File: src/rtl/aib_bridge_pkg.sv
// Shared types and widths for the AIB-to-AXI follower bridge link bring-up logic.
package aib_bridge_pkg;

    localparam int unsigned AVMM_ADDR_W = 17;
    localparam int unsigned AVMM_DATA_W = 32;
    localparam int unsigned AVMM_BE_W   = 4;

    // Bring-up sequencer states; the encoding is exported on seq_state for debug.
    typedef enum logic [3:0] {
        IDLE,
        CFG,
        RST,
        MACRDY,
        LOCK,
        ALIGN,
        ONLINE,
        FAIL
    } seq_state_t;

    typedef enum logic [1:0] {
        FC_NONE,
        FC_XFER_TIMEOUT,
        FC_ALIGN_TIMEOUT,
        FC_LINK_LOST
    } fail_code_t;

endpackage

File: src/rtl/aib_link_bringup_seq_if.sv
// AVMM configuration write port between the bring-up sequencer and the AIB PHY.
interface aib_link_bringup_seq_if;
    import aib_bridge_pkg::*;

    logic [AVMM_ADDR_W-1:0] avmm_addr;
    logic [AVMM_DATA_W-1:0] avmm_wdata;
    logic [AVMM_BE_W-1:0]   avmm_byte_en;
    logic                   avmm_write;
    logic                   avmm_waitreq;

    modport master (
        output avmm_addr,
        output avmm_wdata,
        output avmm_byte_en,
        output avmm_write,
        input  avmm_waitreq
    );

    modport slave (
        input  avmm_addr,
        input  avmm_wdata,
        input  avmm_byte_en,
        input  avmm_write,
        output avmm_waitreq
    );

endinterface

File: src/rtl/aib_link_bringup_seq.sv
// Link bring-up sequencer: replays the PHY config table over AVMM, walks the adapter through
// reset, MAC-ready and DCC/DLL lock, waits for transfer-enable and alignment, then brings the
// AXI side online and supervises it. All outputs are registered from the next-state decode.
module aib_link_bringup_seq
    import aib_bridge_pkg::*;
#(
    parameter int unsigned                          CFG_NUM     = 4,
    parameter logic [CFG_NUM*AVMM_ADDR_W-1:0]       CFG_ADDR    = '0,
    parameter logic [CFG_NUM*AVMM_DATA_W-1:0]       CFG_DATA    = '0,
    parameter int unsigned                          RST_HOLD    = 16,
    parameter int unsigned                          TIMEOUT_CYC = 65535
) (
    input  logic                   clk_wr,
    input  logic                   rst_wr,
    input  logic                   start,
    aib_link_bringup_seq_if.master avmm,
    output logic                   ns_adapter_rstn,
    output logic                   ns_mac_rdy,
    output logic                   sl_dcc_dll_lock_req,
    input  logic                   sl_tx_transfer_en,
    input  logic                   ms_tx_transfer_en,
    input  logic                   fs_mac_rdy,
    input  logic                   m_rx_align_done,
    output logic                   tx_online,
    output logic                   rx_online,
    output logic                   link_fail,
    output logic [1:0]             fail_code,
    output logic [3:0]             seq_state
);

    localparam int unsigned IDX_W = $clog2(CFG_NUM + 1);
    // Table padded to a power of two so idx indexes it at its natural width.
    localparam int unsigned TBL_N = 1 << IDX_W;
    localparam logic [IDX_W-1:0] LAST_IDX  = IDX_W'(CFG_NUM - 1);
    localparam logic [15:0]      HOLD_LAST = 16'(RST_HOLD - 1);
    localparam logic [15:0]      TO_LAST   = 16'(TIMEOUT_CYC - 1);

    logic [AVMM_ADDR_W-1:0] cfg_addr_tbl [TBL_N];
    logic [AVMM_DATA_W-1:0] cfg_data_tbl [TBL_N];

    for (genvar i = 0; i < TBL_N; i++) begin : g_tbl
        if (i < CFG_NUM) begin : g_used
            assign cfg_addr_tbl[i] = CFG_ADDR[i*AVMM_ADDR_W +: AVMM_ADDR_W];
            assign cfg_data_tbl[i] = CFG_DATA[i*AVMM_DATA_W +: AVMM_DATA_W];
        end else begin : g_pad
            assign cfg_addr_tbl[i] = '0;
            assign cfg_data_tbl[i] = '0;
        end
    end

    seq_state_t             state_q, state_d;
    logic [IDX_W-1:0]       idx_q, idx_d;
    logic [15:0]            cnt_q, cnt_d;
    fail_code_t             fail_code_q, fail_code_d;

    logic [AVMM_ADDR_W-1:0] addr_q, addr_d;
    logic [AVMM_DATA_W-1:0] wdata_q, wdata_d;
    logic [AVMM_BE_W-1:0]   byte_en_q, byte_en_d;
    logic                   write_q, write_d;
    logic                   rstn_q, rstn_d;
    logic                   mac_rdy_q, mac_rdy_d;
    logic                   lock_req_q, lock_req_d;
    logic                   online_q, online_d;
    logic                   link_fail_q, link_fail_d;

    logic                   xfer_ok;

    assign xfer_ok = sl_tx_transfer_en & ms_tx_transfer_en & fs_mac_rdy;

    // Next-state, config index, shared wait counter and failure code.
    always_comb begin
        state_d     = state_q;
        idx_d       = idx_q;
        cnt_d       = cnt_q;
        fail_code_d = fail_code_q;

        unique case (state_q)
            IDLE, FAIL: begin
                if (start) begin
                    state_d     = CFG;
                    idx_d       = '0;
                    fail_code_d = FC_NONE;
                end
            end
            CFG: begin
                // avmm_write is always high in CFG, so no stall means the entry is taken.
                if (!avmm.avmm_waitreq) begin
                    if (idx_q == LAST_IDX) begin
                        state_d = RST;
                    end else begin
                        idx_d = idx_q + IDX_W'(1);
                    end
                end
            end
            RST: begin
                if (cnt_q >= HOLD_LAST) begin
                    state_d = MACRDY;
                end
            end
            MACRDY: begin
                state_d = LOCK;
            end
            LOCK: begin
                // Condition checked first so it wins over a coincident timeout.
                if (xfer_ok) begin
                    state_d = ALIGN;
                end else if (cnt_q >= TO_LAST) begin
                    state_d     = FAIL;
                    fail_code_d = FC_XFER_TIMEOUT;
                end
            end
            ALIGN: begin
                if (m_rx_align_done) begin
                    state_d = ONLINE;
                end else if (cnt_q >= TO_LAST) begin
                    state_d     = FAIL;
                    fail_code_d = FC_ALIGN_TIMEOUT;
                end
            end
            ONLINE: begin
                if (!(xfer_ok && m_rx_align_done)) begin
                    state_d     = FAIL;
                    fail_code_d = FC_LINK_LOST;
                end
            end
            default: begin
                state_d = IDLE;
            end
        endcase

        // Cleared on every state entry, otherwise a saturating cycle count.
        if (state_d != state_q) begin
            cnt_d = '0;
        end else if (cnt_q != '1) begin
            cnt_d = cnt_q + 16'd1;
        end
    end

    // Output decode from the next state so outputs change on the transition edge.
    always_comb begin
        write_d     = (state_d == CFG);
        addr_d      = write_d ? cfg_addr_tbl[idx_d] : '0;
        wdata_d     = write_d ? cfg_data_tbl[idx_d] : '0;
        byte_en_d   = write_d ? 4'hF : 4'h0;
        rstn_d      = state_d inside {MACRDY, LOCK, ALIGN, ONLINE};
        mac_rdy_d   = state_d inside {MACRDY, LOCK, ALIGN, ONLINE};
        lock_req_d  = state_d inside {LOCK, ALIGN, ONLINE};
        online_d    = (state_d == ONLINE);
        link_fail_d = (state_d == FAIL);
    end

    // State, counters and registered outputs with synchronous reset.
    always_ff @(posedge clk_wr) begin
        if (rst_wr) begin
            state_q     <= IDLE;
            idx_q       <= '0;
            cnt_q       <= '0;
            fail_code_q <= FC_NONE;
            addr_q      <= '0;
            wdata_q     <= '0;
            byte_en_q   <= '0;
            write_q     <= 1'b0;
            rstn_q      <= 1'b0;
            mac_rdy_q   <= 1'b0;
            lock_req_q  <= 1'b0;
            online_q    <= 1'b0;
            link_fail_q <= 1'b0;
        end else begin
            state_q     <= state_d;
            idx_q       <= idx_d;
            cnt_q       <= cnt_d;
            fail_code_q <= fail_code_d;
            addr_q      <= addr_d;
            wdata_q     <= wdata_d;
            byte_en_q   <= byte_en_d;
            write_q     <= write_d;
            rstn_q      <= rstn_d;
            mac_rdy_q   <= mac_rdy_d;
            lock_req_q  <= lock_req_d;
            online_q    <= online_d;
            link_fail_q <= link_fail_d;
        end
    end

    assign avmm.avmm_addr      = addr_q;
    assign avmm.avmm_wdata     = wdata_q;
    assign avmm.avmm_byte_en   = byte_en_q;
    assign avmm.avmm_write     = write_q;
    assign ns_adapter_rstn     = rstn_q;
    assign ns_mac_rdy          = mac_rdy_q;
    assign sl_dcc_dll_lock_req = lock_req_q;
    assign tx_online           = online_q;
    assign rx_online           = online_q;
    assign link_fail           = link_fail_q;
    assign fail_code           = fail_code_q;
    assign seq_state           = state_q;

endmodule

File: src/flat_wrapper.sv
// flat-port wrapper written by rule: the top's interface ports become plain ports
module aib_link_bringup_seq_flat import aib_bridge_pkg::*;
#(
    parameter int unsigned                          CFG_NUM     = 4,
    parameter logic [CFG_NUM*AVMM_ADDR_W-1:0]       CFG_ADDR    = '0,
    parameter logic [CFG_NUM*AVMM_DATA_W-1:0]       CFG_DATA    = '0,
    parameter int unsigned                          RST_HOLD    = 16,
    parameter int unsigned                          TIMEOUT_CYC = 65535
)
  (clk_wr, rst_wr, start, ns_adapter_rstn, ns_mac_rdy, sl_dcc_dll_lock_req, sl_tx_transfer_en, ms_tx_transfer_en, fs_mac_rdy, m_rx_align_done, tx_online, rx_online, link_fail, fail_code, seq_state, avmm_avmm_addr, avmm_avmm_wdata, avmm_avmm_byte_en, avmm_avmm_write, avmm_avmm_waitreq);
  aib_link_bringup_seq_if avmm_i ();
  input  logic clk_wr;
  input  logic rst_wr;
  input  logic start;
  output logic ns_adapter_rstn;
  output logic ns_mac_rdy;
  output logic sl_dcc_dll_lock_req;
  input  logic sl_tx_transfer_en;
  input  logic ms_tx_transfer_en;
  input  logic fs_mac_rdy;
  input  logic m_rx_align_done;
  output logic tx_online;
  output logic rx_online;
  output logic link_fail;
  output logic [1:0] fail_code;
  output logic [3:0] seq_state;
  output wire logic [$bits(avmm_i.avmm_addr)-1:0] avmm_avmm_addr;
  output wire logic [$bits(avmm_i.avmm_wdata)-1:0] avmm_avmm_wdata;
  output wire logic [$bits(avmm_i.avmm_byte_en)-1:0] avmm_avmm_byte_en;
  output wire logic [$bits(avmm_i.avmm_write)-1:0] avmm_avmm_write;
  input wire logic [$bits(avmm_i.avmm_waitreq)-1:0] avmm_avmm_waitreq;
  assign avmm_avmm_addr = avmm_i.avmm_addr;
  assign avmm_avmm_wdata = avmm_i.avmm_wdata;
  assign avmm_avmm_byte_en = avmm_i.avmm_byte_en;
  assign avmm_avmm_write = avmm_i.avmm_write;
  assign avmm_i.avmm_waitreq = avmm_avmm_waitreq;
  aib_link_bringup_seq #(.CFG_NUM(CFG_NUM), .CFG_ADDR(CFG_ADDR), .CFG_DATA(CFG_DATA), .RST_HOLD(RST_HOLD), .TIMEOUT_CYC(TIMEOUT_CYC)) u_core (.clk_wr(clk_wr), .rst_wr(rst_wr), .start(start), .avmm(avmm_i), .ns_adapter_rstn(ns_adapter_rstn), .ns_mac_rdy(ns_mac_rdy), .sl_dcc_dll_lock_req(sl_dcc_dll_lock_req), .sl_tx_transfer_en(sl_tx_transfer_en), .ms_tx_transfer_en(ms_tx_transfer_en), .fs_mac_rdy(fs_mac_rdy), .m_rx_align_done(m_rx_align_done), .tx_online(tx_online), .rx_online(rx_online), .link_fail(link_fail), .fail_code(fail_code), .seq_state(seq_state));
endmodule
File: config.mk
export PLATFORM = sky130hd
export DESIGN_NAME = aib_link_bringup_seq_flat
export DESIGN_NICKNAME = d
export VERILOG_FILES = /design/src/rtl/aib_bridge_pkg.sv /design/src/rtl/aib_link_bringup_seq_if.sv /design/src/rtl/aib_link_bringup_seq.sv /design/src/flat_wrapper.sv
export SDC_FILE = /design/constraint.sdc
export NUM_CORES = 1
export LEC_CHECK = 0
export BUFFER_PORTS_ARGS = -buffer_cell sky130_fd_sc_hd__buf_2
export CAP_MARGIN = 10
export CORE_ASPECT_RATIO = 0.9
export CORE_UTILIZATION = 46
export CTS_CLUSTER_SIZE = 30
export DETAILED_ROUTE_END_ITERATION = 6
export GPL_TIMING_DRIVEN = 0
export HOLD_SLACK_MARGIN = 0.15
export PLACE_DENSITY_LB_ADDON = 0.08
export REMOVE_ABC_BUFFERS = 1
export SETUP_SLACK_MARGIN = 0.2
export SLEW_MARGIN = 5
export SYNTH_ARGS = -nofsm -noshare
export SYNTH_HDL_FRONTEND = slang
export SYNTH_SLANG_ARGS = --single-unit
File: constraint.sdc
create_clock -name clk_wr -period 2.15 [get_ports clk_wr]
set_clock_uncertainty 0.1 [all_clocks]
set_input_delay 0 -clock clk_wr [delete_from_list [all_inputs] [get_ports clk_wr]]
set_output_delay 0 -clock clk_wr [all_outputs]
set_load 0.005 [all_outputs]
Word level (Yosys, flattened, before mapping)
Memory sizes are Yosys's and may differ from the RTL's. A register that Yosys moved wholly into a read port is not among the register bits.
Index checks and enable logic that the tools add are counted.
{"block": "totals", "register_bits": 34, "latch_bits": 0, "ram_bits": 0, "romBits": 392, "input_bits": 8, "output_inout_bits": 66, "elab_cells": 72, "n_memories": 2}
{"memory": "(name not given)", "words": 8, "word_bits": 32, "rd": 1, "rd_ports_with_merged_regs": 1, "wr": 0, "line_no": "aib_link_bringup_seq.sv:143", "rtl": "wdata_d = write_d ? cfg_data_tbl[idx_d] : '0;"}
{"memory": "(name not given)", "words": 8, "word_bits": 17, "rd": 1, "rd_ports_with_merged_regs": 1, "wr": 0, "line_no": "aib_link_bringup_seq.sv:142", "rtl": "addr_d = write_d ? cfg_addr_tbl[idx_d] : '0;"}
{"block": "classes", "n_addsub": 2, "multipliers": 0, "div_mod_pow": 0, "n_lt_le_gt_ge": 2, "eq_ne": 22, "shifts": 0, "muxes": 21, "bitwise": 4, "reduce_logical": 9}
{"operator": "two-way mux 4 bit", "n": 9}
{"operator": "== test 4 x 3 -> 1 bit (second input constant)", "n": 8}
{"operator": "case mux 4 bit (7 select lines)", "n": 1}
{"operator": "adder 16 x 1 -> 16 bit (second input constant)", "n": 1}
{"operator": ">= comparator 16 bit (second input constant)", "n": 1}
{"operator": ">= comparator 16 x 4 -> 1 bit (second input constant)", "n": 1}
{"operator": "inequality test 16 bit (second input constant)", "n": 1}
{"operator": "== test 4 x 2 -> 1 bit (second input constant)", "n": 3}
{"operator": "two-way mux 2 bit", "n": 6}
{"operator": "two-way mux 3 bit", "n": 3}
{"operator": "== test 4 x 1 -> 1 bit (second input constant)", "n": 2}
{"operator": "inequality test 2 bit (second input constant)", "n": 4}
{"operator": "case mux 2 bit (4 select lines)", "n": 1}
{"operator": "nonzero test 4 bit", "n": 2}
{"operator": "AND reduction 7 bit", "n": 1}
{"operator": "case mux 3 bit (2 select lines)", "n": 1}
{"operator": "OR reduction 2 bit", "n": 3}
{"operator": "zero test 4 bit", "n": 1}
{"operator": "inequality test 2 x 1 -> 1 bit (second input constant)", "n": 2}
{"operator": "inequality test 4 bit", "n": 1}
{"operator": "NOT 3 -> 4 bit", "n": 1}
{"operator": "adder 3 x 1 -> 3 bit (second input constant)", "n": 1}
{"operator": "== test 3 x 2 -> 1 bit (second input constant)", "n": 1}
{"operator": "nonzero test 3 bit", "n": 1}
{"operator": "3 further kinds", "n": 4}

Longest topological paths before layout
Gate-level depths: netlist (run 1).
{"block": "depth", "word_depth": 8, "mapped_depth": 8, "depth_no_buf": 7}

Worst setup path before layout (run 1)
Ideal clock, no wire load.
{"block": "synth_timing", "path_type": "flip-flop to flip-flop", "from": "register u_core.idx_q[0]", "to": "register u_core.cnt_q[0]", "arrival_time_ns": 1.890, "t_required_ns": 1.925, "path_slack_ns": 0.036, "stages_incl_launch_ff": 9, "period_less_slack_ns": 2.114, "cell_sequence": "dfxtp_1 -> ha_1 -> ha_1 -> and3b_1 -> o31ai_1 -> o311ai_1 -> a211oi_4 -> buf_6 -> nor3_2"}
{"block": "synth_between", "elab_chain_len": 6}
{"item": "from (decl)", "line_no": "aib_link_bringup_seq.sv:52", "rtl": "logic [IDX_W-1:0] idx_q, idx_d;"}
{"item": "from (signal assigned)", "line_no": "aib_link_bringup_seq.sv:170", "rtl": "idx_q <= idx_d;"}
{"item": "== test 3 x 2 -> 1 bit", "line_no": "aib_link_bringup_seq.sv:88", "rtl": "if (idx_q == LAST_IDX) begin"}
{"item": "two-way mux 4 bit", "line_no": "aib_link_bringup_seq.sv:88"}
{"item": "two-way mux 4 bit", "line_no": "aib_link_bringup_seq.sv:87", "rtl": "if (!avmm.avmm_waitreq) begin"}
{"item": "case mux 4 bit (7 select lines)", "line_no": "aib_link_bringup_seq.sv:77", "rtl": "unique case (state_q)"}
{"item": "inequality test 4 bit", "line_no": "aib_link_bringup_seq.sv:132", "rtl": "if (state_d != state_q) begin"}
{"item": "OR reduction 2 bit (no line)"}
{"item": "to (signal assigned)", "line_no": "aib_link_bringup_seq.sv:171", "rtl": "cnt_q <= cnt_d;"}
{"item": "to (decl)", "line_no": "aib_link_bringup_seq.sv:53", "rtl": "logic [15:0] cnt_q, cnt_d;"}
No other way between the ends.
A chain may end at the register's enable or synchronous reset.

Final worst setup path (run 1)
{"block": "layout_timing", "from": "register u_core.idx_q[0]", "to": "register u_core.cnt_q[12]"}
Same word-level chain as after synthesis.

==> results.json, run 1 <==
{
  "r2r-start": "u_core.idx_q[0]",
  "hold_ws_ns": 0.195,
  "netlist_area_sq_um": 2170,
  "ir_drop_uv": 569,
  "comb_power_share_pct": 7.9,
  "p_leak_nw": 0.990,
  "start_util_pct": 48.2,
  "synth_common_cells": "55 x buf_4, 30 x dfxtp_1, 20 x nand3_1, 15 x nor2_1, 10 x nor3_2",
  "cp_max_fo": 7,
  "grt.total_usage_pct": 17.6,
  "rsz0062_at_grt": "true",
  "coreArea_sq_um": 4490,
  "routed_wl_um": 4060,
  "p_sw_uw": 305,
  "path_common_cell": "ha_4",
  "gp_congestion": 0.795,
  "maxCapViolCount": 0,
  "synth_edf_count": 0,
  "viasPerCell": 5.04,
  "syn_to_final_growth_pct": 11.3,
  "ys_warn_count": 0,
  "layout_min_cycle_time_ns": 2.03,
  "num_rows": 23,
  "crit_required_ns": 2.22,
  "grt_first_pass_wirelength_um": 6580,
  "switching_share_pct": 21.8,
  "p_int_mw": 1.09,
  "clk_latency_ns": 0.29,
  "yosysTopAreaCell": "dfxtp_1",
  "grt_pass1_vias": 1442,
  "regArea_sq_um": 611,
  "antenna_found_initial": 0,
  "route.layer.met1.wl_um": 2020,
  "drtIter0Drc": 139,
  "tritoncts": "done",
  "via_count": 1709,
  "pre_cts_ws_ns": -0.506,
  "drive_gt1_share_pct": 29.2,
  "syn_area_per_cell_sq_um": 8.53,
  "period_share_pct": 94.6,
  "slowest_delay_ns": 0.34,
  "wire_per_inst_um": 12.0,
  "setup_viol": 0,
  "outcome": "finished, final reports clean",
  "reg2reg_to": "u_core.cnt_q[12]",
  "synth_area_leaders": "dfxtp_1 28%, buf_4 19%, nand3_1 4.6%",
  "routed.top_layer": "met4",
  "critPathKind": "register to register",
  "p_seq_share_pct": 40.9,
  "finalHoldViolCount": 0,
  "yosysSeqAreaShare_pct": 27.7,
  "nFillCells": 435,
  "hp-start": "ms_tx_transfer_en",
  "htreeDepth": 2,
  "antenna_cells": 0,
  "multi_input_area_sq_um": 1370,
  "finalPower_mw": 1.40,
  "ys_types": 50,
  "slew_headroom_pct": 65.9,
  "slew_violations": 0,
  "path_cells": "ha_4 > ha_4 > and3b_2 > o31ai_4 > o311ai_4 > a211oi_4 > buf_6 > nor4_2",
  "setup_slack_ns": 0.117,
  "final_util_pct": 53.7,
  "start_kind": "register",
  "reg2reg_depth": 8,
  "final-instance-count-excl-fill": 339,
  "dp_hpwl_um": 2680,
  "cp.arrival_ns": 2.10,
  "clockBufferDepth": 2,
  "synth.top_cell.area_share_pct": 27.7,
  "die_w_um": 74.3,
  "grt_overflow": 0,
  "hold_path_end": "u_core.fail_code[0]",
  "tns_ns": 0,
  "power_density_nw_per_um2": 581,
  "portBuffers": 24,
  "async_reset_ff_share_pct": 0,
  "die_h_um": 67.1,
  "clockRootBuffer": "clkbuf_8",
  "cts_made_buffers": 5,
  "die-area_sq_um": 4990,
  "synth_cells": 254,
  "worstHoldPathType": "input port to register",
  "drc": 0,
  "hold_depth": 5,
  "io_pins": 74,
  "tightest_slew_ns": 0.508,
  "grt_max_degree": 20,
  "fmax_mhz": 492,
  "placed_cells": 324,
  "num-nets-final": 288,
  "p_clk_share_pct": 51.2,
  "place_area_sq_um": 2070,
  "cp_slowest_cell": "dfxtp_2",
  "synth.most_common_cell": "buf_4",
  "r2r_slack_ns": 0.12,
  "ant_nets": 0,
  "cts_sinks": 30,
  "synthFlopType": "dfxtp_1",
  "final_area_sq_um": 2410,
  "route.met2.wl_um": 1740,
  "dr_wl_met3_um": 235,
  "dr.pass1.iters": 4,
  "clk_pin_slew_ns": 0.07,
  "ys_ff_latch": 30,
  "critPathCaptureType": "register"
}
layer usage:
metal | up-vias | GRT usage (%)
met5 | - | 0
met4 | 0 | 7.08
met3 | 7 | 4.24
met2 | 69 | 26.6
met1 | 789 | 23.7
li1 | 844 | -
layout by cell type (no fill, tap or decap), types with 4 or more instances in the layout:
cell / synthesis / layout
nand2_1: 7 / 7
dfxtp_1: 30 / 22
dfxtp_2: 0 / 8
a21oi_1: 8 / 8
conb_1: 1 / 50
nor2_1: 15 / 15
xor2_1: 4 / 4
nand2b_1: 5 / 5
nand3_1: 20 / 19
nor2b_1: 5 / 5
inv_1: 5 / 5
xnor2_1: 6 / 6
clkbuf_8: 0 / 6
nand4_1: 5 / 5
buf_2: 5 / 24
nor3_2: 10 / 11
o21ai_0: 6 / 6
nor4_1: 5 / 4
nor3_1: 6 / 5
final cells by class:
cell class / count / area share [%]
clock buffer: 6 / 3.43
clock inverter: 2 / 2.49
inverter: 5 / 0.779
multi-input combinational: 203 / 56.8
sequential: 30 / 25.3
tap: 62 / 3.22
timing repair buffer: 31 / 7.94
kinds of logic (layout without fill, tap and decap cells):
kind of cell | count (synthesis) | after routing | synth area share, %
AO/OA/AOI/OAI | 32 | 32 | 10.2
XOR/XNOR | 10 | 10 | 4.04
adder cells (fa/ha/maj) | 4 | 4 | 2.31
buffers and inverters | 70 | 44 | 23.0
flip-flops | 30 | 30 | 27.7
multiplexers | 1 | 1 | 0.462
other | 1 | 50 | 0.173
AND/OR/NAND/NOR | 106 | 106 | 32.1
critical path: cells and delay by family (launching register included):
kind                       cells  cell delay (ns)
AOI/OAI and AO/OA              3             0.71
adders and majority gates      2             0.31
buffers and inverters          1             0.20
DFF                            1             0.34
and+or+nand+nor                2             0.26
timing repair:
| action | in CTS | in global routing |
|---|---|---|
| gates resized for setup | 23 | 9 |
| hold endpoints to repair | 12 | 3 |
| gates cloned | 1 | 0 |
| hold buffers | 2 | 1 |
| pin swaps | 16 | 3 |
| setup buffers | 3 | 0 |
| setup endpoints to repair | 27 | 28 |
how the worst max path moves through the flow:
stage	start	end	slack [ns]	cells after the start
after floorplan	u_core.idx_q[0]	u_core.cnt_q[12]	-0.15	7
after detailed placement	u_core.idx_q[0]	u_core.cnt_q[2]	-0.51	7
after CTS	u_core.idx_q[0]	u_core.cnt_q[13]	0.10	8
after global placement	u_core.idx_q[0]	u_core.cnt_q[12]	-0.52	7
final	u_core.idx_q[0]	u_core.cnt_q[12]	0.12	8
after global routing	u_core.idx_q[0]	u_core.cnt_q[13]	0.02	8
flip-flops by register name (all words and copies together), names as in the netlist:
name,cells
u_core.link_fail,1
u_core.cnt_q,16
u_core.idx_q,3
u_core.sl_dcc_dll_lock_req,1
u_core.fail_code,2
u_core.avmm.avmm_byte_en,1
u_core.seq_state,4
u_core.rx_online,1
u_core.ns_adapter_rstn,1
power groups by stage:
stage	clock, mW	combinational [mW]	sequential (mW)
2_1_floorplan	0	0.0586	0.583
3_3_place_gp	0	0.0862	0.585
3_5_place_dp	0	0.0861	0.585
4_1_cts	0.730	0.106	0.572
5_1_grt	0.753	0.128	0.573
6_report	0.717	0.110	0.572
(Power assumes the default switching activity.)
==> run 2, diff against run 1 <==
ABC_AREA = 1   (was not set)
CORE_UTILIZATION = 45   (was 46)
SLEW_MARGIN = not set   (was 5)
==> results.json, run 2 <==
{
  "critPathKind": "register to register",
  "clockRootBuffer": "clkbuf_8",
  "multi_input_area_sq_um": 1340,
  "gp_congestion": 0.825,
  "synthFlopType": "dfxtp_1",
  "maxCapViolCount": 0,
  "num-nets-final": 339,
  "reg2reg_depth": 11,
  "clockBufferDepth": 2,
  "die_h_um": 67.1,
  "crit_family": "buffers and inverters",
  "cp_max_fo": 5,
  "outcome": "finished, final reports clean",
  "slew_violations": 0,
  "viasPerCell": 4.43,
  "p_clk_share_pct": 38.9,
  "regArea_sq_um": 618,
  "cp_slowest_cell": "dfxtp_2",
  "clk_latency_ns": 0.28,
  "r2r-start": "u_core.idx_q[0]",
  "place_area_sq_um": 2070,
  "cp.arrival_ns": 1.96,
  "yosysSeqAreaShare_pct": 28.4,
  "hp-start": "m_rx_align_done",
  "netlist_area_sq_um": 2120,
  "drc": 0,
  "htreeDepth": 2,
  "top_register": "u_core.cnt_q",
  "die_w_um": 74.3,
  "dr.pass1.iters": 4,
  "cts_sinks": 30,
  "grt.total_usage_pct": 17.6,
  "rsz0062_at_grt": "true",
  "final_area_sq_um": 2470,
  "most-common-layout-cells": "50 x conb_1, 39 x nor2_1, 37 x nand2_1",
  "layout_min_cycle_time_ns": 1.89,
  "p_sw_uw": 339,
  "antenna_cells": 0,
  "synth_area_leaders": "dfxtp_1 28%, buf_4 20%, nor2_1 7.8%",
  "drtIter0Drc": 56,
  "nFillCells": 437,
  "hold_path_end": "u_core.rx_online",
  "ant_nets": 0,
  "fmax_mhz": 529,
  "routed_wl_um": 3940,
  "grt_pass1_vias": 1438,
  "ir_drop_uv": 287,
  "critPathCaptureType": "register",
  "via_count": 1729,
  "finalHoldViolCount": 0,
  "period_share_pct": 87.9,
  "tritoncts": "done",
  "die-area_sq_um": 4980,
  "final_common_cell": "conb_1",
  "slowest_delay_ns": 0.35,
  "start_util_pct": 47.2,
  "dp_hpwl_um": 2650,
  "comb_power_share_pct": 13.4,
  "portBuffers": 24,
  "syn_area_per_cell_sq_um": 7.38,
  "grt_first_pass_wirelength_um": 6550,
  "p_seq_share_pct": 47.6,
  "crit_required_ns": 2.22,
  "r2r_slack_ns": 0.26,
  "cts_made_buffers": 5,
  "syn_to_final_growth_pct": 16.6,
  "clk_pin_slew_ns": 0.07,
  "synth_cells": 287,
  "path_cells": "ha_4 > ha_4 > inv_4 > buf_6 > buf_6 > buf_6 > buf_6 > buf_6 > a31oi_4 > nor2_4 > o211a_1",
  "tns_ns": 0,
  "worstHoldPathType": "input port to register",
  "io_pins": 74,
  "p_leak_nw": 1.15,
  "largest_reg_flops": 16,
  "synth.most_common_cell": "buf_4",
  "drive_gt1_share_pct": 32.6,
  "ys_types": 25,
  "async_reset_ff_share_pct": 0,
  "ys_warn_count": 0,
  "final_util_pct": 55.0,
  "num_rows": 23,
  "wire_per_inst_um": 10.1,
  "power_density_nw_per_um2": 494,
  "slew_headroom_pct": 66.1,
  "grt_max_degree": 10,
  "synth.top_cell.area_share_pct": 28.4,
  "synth_edf_count": 0,
  "coreArea_sq_um": 4490,
  "hold_depth": 7,
  "switching_share_pct": 27.8,
  "setup_viol": 0,
  "path_common_cell": "buf_6",
  "yosysTopAreaCell": "dfxtp_1",
  "tightest_slew_ns": 0.502,
  "antenna_found_initial": 0,
  "start_kind": "register",
  "ys_ff_latch": 30,
  "reg2reg_to": "u_core.idx_q[0]",
  "p_int_uw": 881,
  "crit_buf_inv": 6,
  "grt_overflow": 0,
  "synth_common_cells": "55 x buf_4, 44 x nor2_1, 43 x nand2_1, 30 x dfxtp_1, 19 x inv_1"
}
run 2: timing repair:
| item | 4_1_cts | 5_1_grt |
|---|---|---|
| setup endpoints to repair | 16 | 21 |
| hold endpoints to repair | 13 | 0 |
| hold buffers | 2 | 0 |
| setup buffers | 7 | 6 |
| resized for setup | 27 | 27 |
| pin swaps | 9 | 14 |
| gates cloned | 1 | 0 |
run 2: layout make-up:
| type | instances | share of cell area [%] |
|---|---|---|
| multi-input combinational | 228 | 54.1 |
| sequential | 30 | 25.0 |
| timing repair buffer | 39 | 10.4 |
| inverter | 23 | 3.60 |
| clock buffer | 7 | 3.50 |
| tap | 62 | 3.14 |
| clock inverter | 1 | 0.203 |
run 2: how the worst max path moves through the flow:
stage	end	cells past startpoint	start	slack [ns]
after CTS	u_core.cnt_q[9]	9	u_core.cnt_q[1]	0.20
final	u_core.idx_q[0]	11	u_core.idx_q[0]	0.26
after global placement	u_core.cnt_q[9]	9	u_core.cnt_q[1]	0.09
after floorplan	u_core.cnt_q[0]	12	u_core.cnt_q[0]	0.31
after global routing	u_core.idx_q[2]	13	u_core.idx_q[0]	0.16
after detailed placement	u_core.cnt_q[9]	9	u_core.cnt_q[1]	0.08
run 2: worst reg2reg max path: stages (launching register included):
cell     delay [ns]
dfxtp_2        0.35
ha_4           0.14
ha_4           0.13
inv_4          0.04
buf_6          0.10
buf_6          0.10
buf_6          0.10
buf_6          0.10
buf_6          0.11
a31oi_4        0.22
nor2_4         0.08
o211a_1        0.22
run 2: per-layer routing:
layer  global-route usage, %  wire [um]  share of wire [%]  vias to the layer above
met1                    24.4       1890                 48                      756
li1                        -          -                  -                      878
met4                    6.37         57                1.4                        0
met3                    4.54        289                7.3                        7
met5                       0          0                  0                        -
met2                    26.1       1710                 43                       88
run 2: cell families after synthesis:
family / after synthesis / synth area share (%)
DFF: 30 / 28.4
and+or+nand+nor: 140 / 33.5
other: 1 / 0.177
buffers and inverters: 79 / 24.5
AOI/OAI and AO/OA: 18 / 4.85
adders and majority gates: 4 / 2.36
xor gates and xnor gates: 15 / 6.21
run 2: metrics by stage:
stage | power, mW | setup slack, ns | std cells | hold slack (ns)
after floorplan | 0.681 | 0.313 | 280 | -0.0309
after global placement | 0.716 | 0.0867 | 366 | 0.150
after detailed placement | 0.717 | 0.0758 | 366 | 0.151
after CTS | 1.22 | 0.200 | 384 | 0.168
after global routing | 1.28 | 0.159 | 390 | 0.192
final | 1.22 | 0.260 | 390 | 0.175
run 2: power groups by stage:
stage | clock network, mW | logic (mW) | registers (mW)
after floorplan | 0 | 0.0881 | 0.592
after global placement | 0 | 0.123 | 0.593
final | 0.475 | 0.164 | 0.581
after CTS | 0.492 | 0.148 | 0.582
after global routing | 0.512 | 0.187 | 0.583
after detailed placement | 0 | 0.124 | 0.593
